--- src/rtl/mem_ctrl.sv ---
// mem_ctrl: request/response SRAM sequencer; define MEM_CTRL_WRITE_VERIFY_EN to add write read-back verify
module mem_ctrl #(
    parameter int ADDR_W      = 12,
    parameter int WAIT_CYCLES = 2
) (
    input  logic              clk,
    input  logic              rst,
    input  logic              req_valid,
    output logic              req_ready,
    input  logic              req_wr,
    input  logic [ADDR_W-1:0] req_addr,
    input  logic [7:0]        req_wdata,
    output logic              rsp_valid,
    output logic [7:0]        rsp_rdata,
    output logic              rsp_err,
    output logic [ADDR_W-1:0] ram_address,
    output logic [7:0]        ram_data_in,
    input  logic [7:0]        ram_data_out,
    output logic              ram_wrt_en,
    output logic              ram_out_en,
    output logic              ram_chip_en
);
`ifdef MEM_CTRL_WRITE_VERIFY_EN
    typedef enum logic [2:0] {IDLE, SETUP, ACCESS, HOLD, VERIFY, VHOLD} state_t;
`else
    typedef enum logic [2:0] {IDLE, SETUP, ACCESS, HOLD} state_t;
`endif
    localparam logic [3:0] CNT_INIT = 4'(WAIT_CYCLES - 1);
    state_t     state;
    logic       wr;
    logic [3:0] cnt;
    assign req_ready = (state == IDLE);
    always_ff @(posedge clk) begin
        if (rst) begin
            state       <= IDLE;
            wr          <= 1'b0;
            cnt         <= '0;
            ram_address <= '0;
            ram_data_in <= '0;
            ram_wrt_en  <= 1'b0;
            ram_out_en  <= 1'b0;
            ram_chip_en <= 1'b0;
            rsp_valid   <= 1'b0;
            rsp_err     <= 1'b0;
            rsp_rdata   <= '0;
        end else begin
            rsp_valid <= 1'b0;
            rsp_err   <= 1'b0;
            case (state)
                IDLE: if (req_valid) begin
                    state       <= SETUP;
                    wr          <= req_wr;
                    ram_address <= req_addr;
                    ram_data_in <= req_wdata;
                    ram_chip_en <= 1'b1;
                end
                SETUP: begin
                    state      <= ACCESS;
                    cnt        <= CNT_INIT;
                    ram_wrt_en <= wr;
                    ram_out_en <= !wr;
                end
                ACCESS: if (cnt == '0) begin
                    state      <= HOLD;
                    ram_wrt_en <= 1'b0;
                    ram_out_en <= 1'b0;
                    if (!wr) rsp_rdata <= ram_data_out;
`ifdef MEM_CTRL_WRITE_VERIFY_EN
                    rsp_valid <= !wr;
`else
                    rsp_valid <= 1'b1;
`endif
                end else begin
                    cnt <= cnt - 4'd1;
                end
`ifdef MEM_CTRL_WRITE_VERIFY_EN
                HOLD: if (wr) begin
                    state      <= VERIFY;
                    cnt        <= CNT_INIT;
                    ram_out_en <= 1'b1;
                end else begin
                    state       <= IDLE;
                    ram_chip_en <= 1'b0;
                end
                // Read-back compare happens on the final verify cycle; result is shown in VHOLD.
                VERIFY: if (cnt == '0) begin
                    state      <= VHOLD;
                    ram_out_en <= 1'b0;
                    rsp_valid  <= 1'b1;
                    rsp_err    <= (ram_data_out != ram_data_in);
                end else begin
                    cnt <= cnt - 4'd1;
                end
                VHOLD: begin
                    state       <= IDLE;
                    ram_chip_en <= 1'b0;
                end
`else
                HOLD: begin
                    state       <= IDLE;
                    ram_chip_en <= 1'b0;
                end
`endif
                default: begin
                    state       <= IDLE;
                    ram_wrt_en  <= 1'b0;
                    ram_out_en  <= 1'b0;
                    ram_chip_en <= 1'b0;
                end
            endcase
        end
    end
endmodule

--- config.mk ---
export PLATFORM = sky130hd
export DESIGN_NAME = mem_ctrl
export DESIGN_NICKNAME = d
export VERILOG_FILES = /design/src/rtl/mem_ctrl.sv
export SDC_FILE = /design/constraint.sdc
export NUM_CORES = 1
export LEC_CHECK = 0
export CELL_PAD_IN_SITES_DETAIL_PLACEMENT = 1
export CELL_PAD_IN_SITES_GLOBAL_PLACEMENT = 2
export CORE_MARGIN = 3
export CORE_UTILIZATION = 21
export DETAILED_ROUTE_END_ITERATION = 8
export GPL_ROUTABILITY_DRIVEN = 0
export PLACE_DENSITY_LB_ADDON = 0.1
export SLEW_MARGIN = 20
export SYNTH_ARGS = -nofsm -noshare
export SYNTH_HDL_FRONTEND = slang
export SYNTH_SLANG_ARGS = --single-unit
export TNS_END_PERCENT = 1
--- constraint.sdc ---
create_clock -name clk -period 1.41 [get_ports clk]
set_input_delay 0.2115 -clock clk [delete_from_list [all_inputs] [get_ports clk]]
set_output_delay 0.2115 -clock clk [all_outputs]
set_load 0.05 [all_outputs]
==> results by group <==
Run status
  • Run status: finished with violations
  • Failing checks: negative setup slack

Cells and area
  • Commonest cells after routing, fill and taps aside: nand2_1, buf_12, dfxtp_1, clkdlybuf4s50_1, a21oi_1
  • Final instance area: 3110 um^2
  • Leading cell type in the layout, fill and taps excluded: nand2_1
  • Synthesis-to-layout area growth: 94.4%
  • Nets@finish: 316
  • Layout cell share with drive strength beyond 1: 30.4%
  • N_diodes: 0

Placement
  • DP Area: 2940 um^2
  • Port bufs: 64
  • HPWL after detailed placement: 3650 um

STA
  • Final setup vio count: 3
  • Fmax: 663 MHz
  • Final hold vios: 0
  • Final Slew Violations: 0
  • Min cycle time layout: 1.51 ns
  • Worst Skew: 0.00810 ns
  • Unrepaired setup endpoints after global routing: yes
  • Final WS setup: -0.0986 ns
  • Period utilisation layout: 107%

Pwr
  • PD cells: 1790 nW/um^2
  • Lkg Pwr: 1.18 nW
  • Power Total: 5.57 mW
  • VDD IR max: 0.660 mV

Worst setup path
  • Worst flop-to-flop path startpoint: state[0]
  • Slowest CP cell: or4_1
  • R2R Path End: state[1]
  • CP arrival: 1.74 ns
  • Delay of the slowest critical-path stage: 0.49 ns
  • R2R setup slack: -0.1 ns
  • CP Cell Sequence: inv_4, ha_4, buf_6, o21a_1, or4_1, a21oi_2
  • CP Capture Type: flip-flop
  • Crit Path Class: flip-flop to flip-flop
  • Critical Path Sink: state[1]
  • Max FO, Critical Path: 7
  • Setup crit start kind: flip-flop
  • Crit path from: state[0]
  • Crit path required time: 1.64 ns
  • R2r worst-path depth: 6

Logic synthesis
  • Post-Syn Instances: 193
  • Library cells used by synthesis: 32
  • Syn_nets: 230
  • Synth Warn #: 0
  • Register area share after synthesis: 48.8%
  • Seq cells post-synth: 39
  • Syn Area/Cell: 8.29 um^2
  • Mapped Area: 1600 um^2

Floorplanning
  • Starting Density: 21.8%
  • Chip Width: 93.3 um
  • Y dimension of the die: 93.3 um
  • Ports: 66
  • Row Count: 31
  • Core box area: 7330 um^2
  • Die ar.: 8700 um^2

Clocking
  • Worst-Skew Late Latency: 0.30 ns
  • H-tree Lvls: 2
  • Clock Sinks: 39
  • Postcts setup bufs: 0
  • Worst-path clk slew: 0.09 ns
  • Clk root buf: clkbuf_8
  • CTS tree: yes
  • Clock Path Buffers: 2
  • Number of buffers created by CTS: 5

Flow run
  • Max_cap viols: 0

Global routing
  • Vias in the first global route: 1561
  • GR Overflow Total: 0
  • Gr usage total: 11.8%
  • Largest net degree at the start of global routing: 22
  • Initial antenna violation count: 0
  • Global-route wire length before repair: 8080 um

Routing
  • DR pass1 iterations: 4
  • Drt wl/cell: 13.1 um
  • Wl on met1: 2240 um
  • Met3 WL: 295 um
  • DR iter-0 viols: 25
  • Highest Signal Layer: met4
  • Routed met2 length: 2380 um
  • Final ANT Viol Nets: 0
  • # DRC: 0
  • Drt total wl: 4980 um
  • Total number of vias: 1602
  • Number of vias per cell: 4.23

Worst hold path
  • Number of cells on the worst hold path: 3
  • Hold Path Class: primary input to flip-flop
-- routing by layer --
layer,track usage (%),up-vias
li1,-,816
met1,15.0,738
met2,18.5,41
met3,4.02,7
met4,4.40,0
met5,0,-
-- synth_stat cells, drive strengths merged --
cell type	number	area (um^2)
nand2	59	221
dfxtp	39	781
a21oi	29	145
clkbuf	8	30.0
mux2i	8	80.1
inv	7	26.3
ha	5	62.6
nor2	5	21.3
buf	3	20.0
nand3	3	15.0
nand4bb	2	22.5
nor2b	2	12.5
o2111ai	2	17.5
o21ai	2	10.0
o31ai	2	15.0
or3	2	12.5
or4	2	15.0
and2	1	6.26
clkinv	1	3.75
conb	1	3.75
nand2b	1	6.26
nand4b	1	8.76
nor3	1	5.00
nor3b	1	7.51
o211ai	1	7.51
o21a	1	7.51
o311ai	1	8.76
o41ai	1	8.76
or2b	1	7.51
or4b	1	10.0
-- power by group --
group | internal, mW | leakage (nW) | switching (mW)
sequential | 1.33 | 0.320 | 0.217
clock | 0.528 | 0.0581 | 0.441
combinational | 1.54 | 0.804 | 1.52
total | 3.39 | 1.18 | 2.18
-- kinds of logic (layout without fill, tap and decap cells) --
kind of cell / Yosys count / count (layout) / share of synthesized area (%)
flops: 39 / 39 / 48.8
mux: 8 / 8 / 5.01
compound gates: 39 / 39 / 13.8
buf+inv: 19 / 106 / 5.01
other cells: 1 / 1 / 0.235
fa+ha+maj: 5 / 5 / 3.91
simple gates: 82 / 82 / 23.2
-- flip-flops by register name, summed over array words and instances, names as in the netlist --
register / cells
cnt: 4
ram_address: 12
ram_chip_en: 1
ram_data_in: 8
ram_out_en: 1
ram_wrt_en: 1
rsp_rdata: 8
rsp_valid: 1
state: 2
wr: 1
-- area by class of cell --
type,count,area (um^2)
repair buffers,90,1240
multi-input cells,135,811
well taps,99,124
clock inverters,3,43.8
inverters,8,32.5
flip-flops and latches,39,788
clock buffers,5,68.8
fillers,812,4220
-- worst max-delay path, delay by kind of cell (launching register included) --
kind | cells | cell delay, ns
adders and majority gates | 1 | 0.16
DFF | 1 | 0.36
and+or+nand+nor | 1 | 0.49
buffers and inverters | 2 | 0.18
AOI/OAI and AO/OA | 2 | 0.26
-- per-stage QoR --
step	setup slack, ns	hold slack (ns)	TNS [ns]	utilization (%)	instances
global placement	-0.123	0.477	-0.545	40.1	371
detailed placement	-0.163	0.482	-0.842	40.1	371
finish	-0.0986	0.445	-0.199	42.4	379
floorplan	-0.0385	0.347	-0.0698	-	193
CTS	-0.111	0.435	-0.435	41.7	379
global route	-0.154	0.442	-0.893	42.4	379
-- worst min-delay path by stage --
stage | startpoint | end | slack, ns
2_1_floorplan | req_addr[2] | ram_address[2] | 0.35
3_3_place_gp | ram_address[3] | ram_address[3] | 0.48
3_5_place_dp | ram_address[10] | ram_address[10] | 0.48
4_1_cts | req_addr[5] | ram_address[5] | 0.43
5_1_grt | req_addr[5] | ram_address[5] | 0.44
6_report | req_wdata[1] | ram_data_in[1] | 0.45
-- repair_timing --
action,CTS,global route
endpoints found under the setup margin,12,18
hold endpoints to repair,0,0
pin swaps,1,3
hold buffers,0,0
gates resized for setup,1,14
Note: power is estimated with default switching activity, not from simulation.
